**src/rtl/lsu.sv**
```systemverilog
// Load/store unit: one byte/half/word access at a time between the execute stage
// and a 32-bit block RAM, with lane-masked stores, extended loads and fault responses.
module lsu #(
  parameter int AW = 13
) (
  input  logic          clk,
  input  logic          rst,
  input  logic          req_valid,
  output logic          req_ready,
  input  logic          req_we,
  input  logic [1:0]    req_size,
  input  logic          req_signed,
  input  logic [AW-1:0] req_addr,
  input  logic [31:0]   req_wdata,
  output logic          rsp_valid,
  output logic [31:0]   rsp_rdata,
  output logic          rsp_fault,
  output logic          mem_ren,
  output logic [AW-1:0] mem_addr,
  input  logic [31:0]   mem_rdata,
  input  logic          mem_rd_valid,
  output logic          mem_wen,
  output logic [31:0]   mem_wdata,
  output logic [3:0]    mem_wmask
);

  typedef enum logic [2:0] {
    S_IDLE, S_WRITE, S_READ, S_WAIT, S_RESP, S_FAULT
  } state_t;

  state_t        r_state;
  logic          r_rsp_valid;
  logic          r_rsp_fault;
  logic [31:0]   r_rsp_rdata;
  logic          r_mem_ren;
  logic          r_mem_wen;
  logic [AW-1:0] r_mem_addr;
  logic [31:0]   r_mem_wdata;
  logic [3:0]    r_mem_wmask;
  logic [1:0]    r_off;
  logic [1:0]    r_size;
  logic          r_signed;

  logic          w_fault;
  logic [3:0]    w_wmask;
  logic [31:0]   w_wdata;
  logic [7:0]    w_byte;
  logic [15:0]   w_half;
  logic [31:0]   w_load;

  assign w_fault = (req_size == 2'd3)
                 | ((req_size == 2'd1) & req_addr[0])
                 | ((req_size == 2'd2) & (req_addr[1:0] != 2'b00));

  // Mask bit 3-k enables lane k, so masks read MSB-first from offset 0.
  always_comb begin
    // NOTE: every output of a combinational block gets a default first so no path leaves it unassigned (which would infer a latch).
    w_wmask = 4'b1111;
    w_wdata = req_wdata;
    case (req_size)
      2'd0: begin
        w_wmask = 4'b1000 >> req_addr[1:0];
        w_wdata = {4{req_wdata[7:0]}};
      end
      2'd1: begin
        w_wmask = req_addr[1] ? 4'b0011 : 4'b1100;
        w_wdata = {2{req_wdata[15:0]}};
      end
      default: ;
    endcase
  end

  always_comb begin
    w_byte = mem_rdata[{r_off, 3'b000} +: 8];
    w_half = mem_rdata[{r_off[1], 4'b0000} +: 16];
    case (r_size)
      2'd0:    w_load = {{24{r_signed & w_byte[7]}}, w_byte};
      2'd1:    w_load = {{16{r_signed & w_half[15]}}, w_half};
      default: w_load = mem_rdata;
    endcase
  end

  always_ff @(posedge clk) begin
    // NOTE: sequential state uses non-blocking assignments so every register samples pre-edge values.
    if (rst) begin
      r_state     <= S_IDLE;
      r_rsp_valid <= 1'b0;
      r_rsp_fault <= 1'b0;
      r_rsp_rdata <= '0;
      r_mem_ren   <= 1'b0;
      r_mem_wen   <= 1'b0;
      r_mem_addr  <= '0;
      r_mem_wdata <= '0;
      r_mem_wmask <= '0;
      r_off       <= '0;
      r_size      <= '0;
      r_signed    <= 1'b0;
    end else begin
      r_rsp_valid <= 1'b0;
      r_rsp_fault <= 1'b0;
      r_mem_ren   <= 1'b0;
      r_mem_wen   <= 1'b0;
      case (r_state)
        S_IDLE: if (req_valid) begin
          r_off    <= req_addr[1:0];
          r_size   <= req_size;
          r_signed <= req_signed;
          if (w_fault) begin
            r_state     <= S_FAULT;
            r_rsp_valid <= 1'b1;
            r_rsp_fault <= 1'b1;
            r_rsp_rdata <= '0;
          end else begin
            r_mem_addr <= {req_addr[AW-1:2], 2'b00};
            if (req_we) begin
              r_state     <= S_WRITE;
              r_mem_wen   <= 1'b1;
              r_mem_wdata <= w_wdata;
              r_mem_wmask <= w_wmask;
              r_rsp_valid <= 1'b1;
              r_rsp_rdata <= '0;
            end else begin
              r_state   <= S_READ;
              r_mem_ren <= 1'b1;
            end
          end
        end
        S_READ: r_state <= S_WAIT;
        S_WAIT: if (mem_rd_valid) begin
          r_state     <= S_RESP;
          r_rsp_valid <= 1'b1;
          r_rsp_rdata <= w_load;
        end
        default: r_state <= S_IDLE;
      endcase
    end
  end

  assign req_ready = (r_state == S_IDLE);
  assign rsp_valid = r_rsp_valid;
  assign rsp_fault = r_rsp_fault;
  assign rsp_rdata = r_rsp_rdata;
  assign mem_ren   = r_mem_ren;
  assign mem_wen   = r_mem_wen;
  assign mem_addr  = r_mem_addr;
  assign mem_wdata = r_mem_wdata;
  assign mem_wmask = r_mem_wmask;

endmodule

```
**config.mk**
```make
export PLATFORM = sky130hd
export DESIGN_NAME = lsu
export DESIGN_NICKNAME = d
export VERILOG_FILES = /design/src/rtl/lsu.sv
export SDC_FILE = /design/constraint.sdc
export NUM_CORES = 1
export LEC_CHECK = 0
export ABC_AREA = 1
export ABC_CLOCK_PERIOD_IN_PS = 3400
export CORE_ASPECT_RATIO = 0.75
export CORE_MARGIN = 3
export CORE_UTILIZATION = 40
export CTS_BUF_LIST = sky130_fd_sc_hd__clkbuf_4
export CTS_CLUSTER_SIZE = 14
export DETAILED_ROUTE_END_ITERATION = 16
export DONT_BUFFER_PORTS = 1
export GPL_ROUTABILITY_DRIVEN = 0
export PLACE_DENSITY = 0.65
export RECOVER_POWER = 100
export SLEW_MARGIN = 20
export SYNTH_ARGS = -nofsm -noshare
export SYNTH_HDL_FRONTEND = slang
export SYNTH_SLANG_ARGS = --single-unit
```
**constraint.sdc**
```tcl
create_clock -name clk -period 3.4 [get_ports clk]
set_clock_uncertainty 0.1 [all_clocks]
set_input_delay 0.34 -clock clk [delete_from_list [all_inputs] [get_ports clk]]
set_output_delay 0.34 -clock clk [all_outputs]
set_load 0.05 [all_outputs]
```
; Word-level counts from Yosys, hierarchy flattened
; Index checks and enable logic that the tools add are counted.
[totals]
romBits = 0
regBits = 91
output_inout_bits = 86
latch_bits = 0
memories = 0
mem_bits_rw = 0
[classes]
multipliers = 0
n_mux = 21
addsub = 0
bitwise = 9
n_div = 0
n_eq_ne = 9
n_reduce_logical = 12
shifts = 3
order_cmp = 0
[ops]
columns = op, count
row1 = $pmux W32 S2, 3
row2 = $mux W32, 4
row3 = $shiftx A32 B6 Y16, 1
row4 = $shiftx A32 B6 Y8, 1
row5 = $mux W3, 3
row6 = $pmux W3 S3, 1
row7 = $pmux W4 S2, 1
row8 = $reduce_and A4 Y1, 2
row9 = $eq A3 B2 Y1 const B, 2
row10 = $mux W1, 6
row11 = $and A1 B1 Y1, 4
row12 = $eq A2 B1 Y1 const B, 2
row13 = $eq A2 B2 Y1 const B, 2
row14 = $logic_not A2 Y1, 2
row15 = $mux W4, 1
row16 = $ne A2 B2 Y1 const B, 2
row17 = $reduce_and A2 Y1, 2
row18 = $reduce_bool A2 Y1, 2
row19 = $reduce_or A4 Y1, 1
row20 = $shr A4 B2 Y4 const A, 1
row21 = $logic_not A3 Y1, 1
row22 = $ne A3 B1 Y1 const B, 1
row23 = $not A1 Y1, 3
row24 = $reduce_and A3 Y1, 1
row25 = other kinds (4), 5

; Logic depth before layout (Yosys ltp)
[logic_depth]
ltp_word = 7
mapped_depth = 11
ltp_nobuf = 9

; Least setup slack after synthesis
; No wires, ideal clock.
[synth_timing]
kind = input -> register
from = in req_size[1]
to = reg r_mem_wdata[0], in the netlist mem_wdata[0]
setup_time_ns = 0.116
arrival_time_ns = 1.405
path_slack_ns = 1.780
required_ns = 3.184
path_stages = 10
cell_sequence = nor2_4 > inv_2 > nand2_4 > nand2_2 > nor2_4 > nand2_2 > buf_6 > buf_2 > o21ai_0 > nor2_1
[synth_between]
elab_chain_len = 6
word_cells_on_any_way = 9
[synth_rtl]
columns = item, line
row1 = "start, declared", 11  ; input logic [1:0] req_size,
row2 = $eq A2 B1 Y1, 52  ; | ((req_size == 2'd1) & req_addr[0])
row3 = $and A1 B1 Y1, 52
row4 = $or A1 B1 Y1, 52
row5 = $or A1 B1 Y1 (*), 53  ; | ((req_size == 2'd2) & (req_addr[1:0] != 2'b00));
row6 = $not A1 Y1 (no source line) (*), n/a
row7 = $reduce_and A4 Y1 (no source line) (*), n/a
row8 = "end signal, assigned", 118  ; r_mem_wdata <= w_wdata;
row9 = "end, declared", 38  ; logic [31:0] r_mem_wdata;
; Every way passes the cells marked *; elsewhere a longest branch is shown, timed or not.
; A chain may end at the register's enable or synchronous reset.

; Worst setup path in the final report
[layout_timing]
from = reg r_state[2]
to = reg r_rsp_rdata[12], in the netlist rsp_rdata[12]
[layout_between]
elab_chain_len = 3
word_cells_on_any_way = 8
[layout_rtl]
columns = item, line
row1 = "start, declared", 31  ; state_t r_state;
row2 = "start signal, assigned", 86  ; r_state <= S_IDLE;
row3 = "start signal, assigned", 109  ; r_state <= S_FAULT;
row4 = "start signal, assigned", 116  ; r_state <= S_WRITE;
row5 = $eq A3 B2 Y1 or $logic_not A3 Y1 (tied branches), 103  ; case (r_state)
row6 = $ne A2 B2 Y1 (no source line) (tied with other cells), n/a
row7 = $reduce_and A4 Y1 (no source line), n/a
row8 = "end signal, assigned", 132  ; r_rsp_rdata <= w_load;
row9 = "end, declared", 34  ; logic [31:0] r_rsp_rdata;
; Several ways; a longest one is shown, not always the timed one.

==> results.tsv <==
stage	metric	value	unit
run_status	status	finished, final reports clean	
placed_design	numPortBuffers	0	
timing	max_freq	375	MHz
logic_synthesis	synthCells	654	
logic_synthesis	yosys_register_bits	91	
timing	setup_viol	0	
global_route	overflow	0	
floorplan	ios	171	
floorplan	core_area	10000	sq um
logic_synthesis	yosysSeqAreaShare	42.7	%
run	max_cap_violations	0	
placed_design	dp_hpwl	9230	microns
floorplan	die_w	125	microns
clocking	cts_buffers	9	
global_route	grt_usage	21.2	%
clocking	clockBufferDepth	2	
clocking	worstSkewPairLatency	0.43	ns
routing	antenna_left	0	
power	powerDensity	638	nW/um^2
timing	tns	0	ns
routing	via_per_inst	5.24	
routing	wire_per_inst	16.1	microns
floorplan	dieArea	12000	sq um
timing	worst_pin_slew	1.08	ns
critical_path	critPathCaptureType	flop	
timing	relSlewSlack	27.7	%
cells_and_area	nets	744	
critical_path	worstSetupStartpointType	flop	
routing	first_pass_iters	6	
timing	rsz0062_at_grt	no	
cells_and_area	final_cells	796	
routing	wl	12800	microns
timing	drv_slew	0	
critical_path	crit_fanout	33	
critical_path	worstPathRequired	3.67	ns
timing	min_period	2.67	ns
floorplan	die_h	95.4	microns
routing	drt_iter0_drc	537	
clocking	cts_setup_buffers	0	
cells_and_area	area_delta_synth_final	10.6	%
clocking	cts_tree	done	
clocking	cts_htree_levels	3	
clocking	cts-root-buf	clkbuf_4	
cells_and_area	finalInstanceArea	4720	sq um
global_route	grt_max_degree	54	
timing	min_period_over_period	78.5	%
logic_synthesis	post_synth.cell_area_avg	6.52	sq um
critical_path	arrival	2.94	ns
timing	hold_violations	0	
clocking	clk_pin_slew_worst_paths	0.14	ns
critical_path	worstSetupPathType	reg2reg	
clocking	clock_sink_count	91	
placed_design	place_area	4260	sq um
power	max-vdd-ir-drop	0.311	mV
logic_synthesis	synth_area	4270	sq um
hold_path	hold_class	in2reg	
floorplan	fp-row-count	31	
placed_design	dp.cells	755	
cells_and_area	antennaDiodeCount	0	
global_route	antenna_found_initial	0	
global_route	grt_pass1_wl	20500	microns
power	p_leak	2.03	nW
routing	vias	4171	
floorplan	start_util	42.6	%
global_route	grt_pass1_vias	3917	
cells_and_area	drive_above_1_share	6.02	%
logic_synthesis	ys.warnings.count	0	
logic_synthesis	ys_types	25	
routing	drc	0	
==> repair_timing <==
action                                  in CTS  in global routing
endpoints found under the setup margin       0                  0
hold buffers                                25                  0
endpoints found under the hold margin       62                  0
gates resized for setup                      0                  0
==> flip-flops by register name, indices dropped and copies added, names as in the netlist <==
name and count:
r_signed 1, mem_wmask 4, mem_wen 1, r_state 3
rsp_valid 1, mem_ren 1, r_off 2, mem_addr 11
rsp_rdata 32, rsp_fault 1, r_size 2, mem_wdata 32
==> worst max-delay path, stage by stage (launching register included) <==
cell      delay, ns
dfxtp_1        0.37
inv_1          0.06
nand3_1        0.08
inv_1          0.06
nand2_1        0.06
clkbuf_1       0.80
inv_2          0.25
a21oi_1        0.21
buf_4          0.35
nand2_1        0.09
a21oi_1        0.16
==> placed cells by master, fill, tap and decap left out, types with 2 or more instances in the layout <==
| cell | synthesis | final |
|---|---|---|
| inv_1 | 19 | 19 |
| nand3_1 | 27 | 27 |
| nor3_1 | 4 | 4 |
| a21oi_1 | 47 | 48 |
| nand2_2 | 4 | 4 |
| dlygate4sd3_1 | 0 | 24 |
| inv_2 | 7 | 7 |
| conb_1 | 1 | 2 |
| clkbuf_4 | 0 | 10 |
| buf_4 | 2 | 3 |
| o21ai_1 | 13 | 13 |
| nor2_4 | 4 | 3 |
| nand2_1 | 208 | 208 |
| bufinv_16 | 0 | 4 |
| nor2_1 | 136 | 137 |
| nand2_4 | 2 | 2 |
| dfxtp_1 | 91 | 91 |
| o21ai_0 | 49 | 49 |
==> through the flow <==
stage | hold WS [ns] | power (W) | setup WS, ns | utilization (%)
5_1_grt | 0.0419 | 0.00319 | 0.416 | 47.1
6_report | 0.0568 | 0.00301 | 0.731 | 47.1
2_1_floorplan | 0.375 | 0.00206 | 1.78 | -
4_1_cts | 0.00836 | 0.00305 | 1.09 | 47.3
3_5_place_dp | 0.322 | 0.00217 | 1.11 | 42.6
3_3_place_gp | 0.322 | 0.00215 | 1.21 | 42.6
==> path summary, 6_finish.rpt <==
path	depth (start not counted)	endpoint	slack, ns	startpoint
worst max register to register	10	rsp_rdata[12]	0.73	r_state[2]
worst max-delay path	10	rsp_rdata[12]	0.73	r_state[2]
worst min-delay path	4	mem_wdata[29]	0.06	req_wdata[13]
worst min register to register	2	r_off[0]	0.47	r_off[0]
==> synthesized netlist by cell type, drive strengths merged <==
cell	instances	area share, %
or2	1	0.15
nor3	4	0.47
a21oi	48	5.7
clkbuf	17	1.5
nand3	29	3.8
buf	19	3.3
inv	26	2.3
clkinv	2	0.29
nor2	140	13
conb	1	0.088
o21ai	62	7.3
dfxtp	91	43
nand2	214	19
==> cell type report <==
| cell class | count | area (sq um) |
|---|---|---|
| fillers | 1011 | 5290 |
| multi-input cells | 500 | 2120 |
| flip-flops and latches | 91 | 1820 |
| repair buffers | 29 | 287 |
| well taps | 132 | 165 |
| clock inverters | 6 | 136 |
| inverters | 28 | 110 |
| clock buffers | 10 | 75.1 |
==> routing by layer <==
| metal | GRT usage, % | part of all wire, % | up-vias |
|---|---|---|---|
| met5 | 0 | 0 | - |
| met4 | 6.23 | 1.5 | 0 |
| met3 | 9.35 | 12 | 22 |
| met2 | 30.3 | 42 | 186 |
| met1 | 28.7 | 45 | 1887 |
| li1 | - | - | 2076 |
==> where the power goes <==
group | internal [W] | total [W] | leakage, nW | switching, W
sequential | 0.00116 | 0.00146 | 0.739 | 0.000303
clock | 0.000457 | 0.000837 | 0.107 | 0.000379
combinational | 0.000214 | 0.000709 | 1.19 | 0.000495
==> cell families (layout without fill, tap and decap cells) <==
| logic type | Yosys count | in the layout | share of synthesized area (%) |
|---|---|---|---|
| and+or+nand+nor | 388 | 388 | 36.9 |
| AOI/OAI and AO/OA | 110 | 110 | 13.0 |
| DFF | 91 | 91 | 42.7 |
| buffers and inverters | 64 | 73 | 7.33 |
| other | 1 | 2 | 0.0879 |
Power figures use the tool's default switching activity.
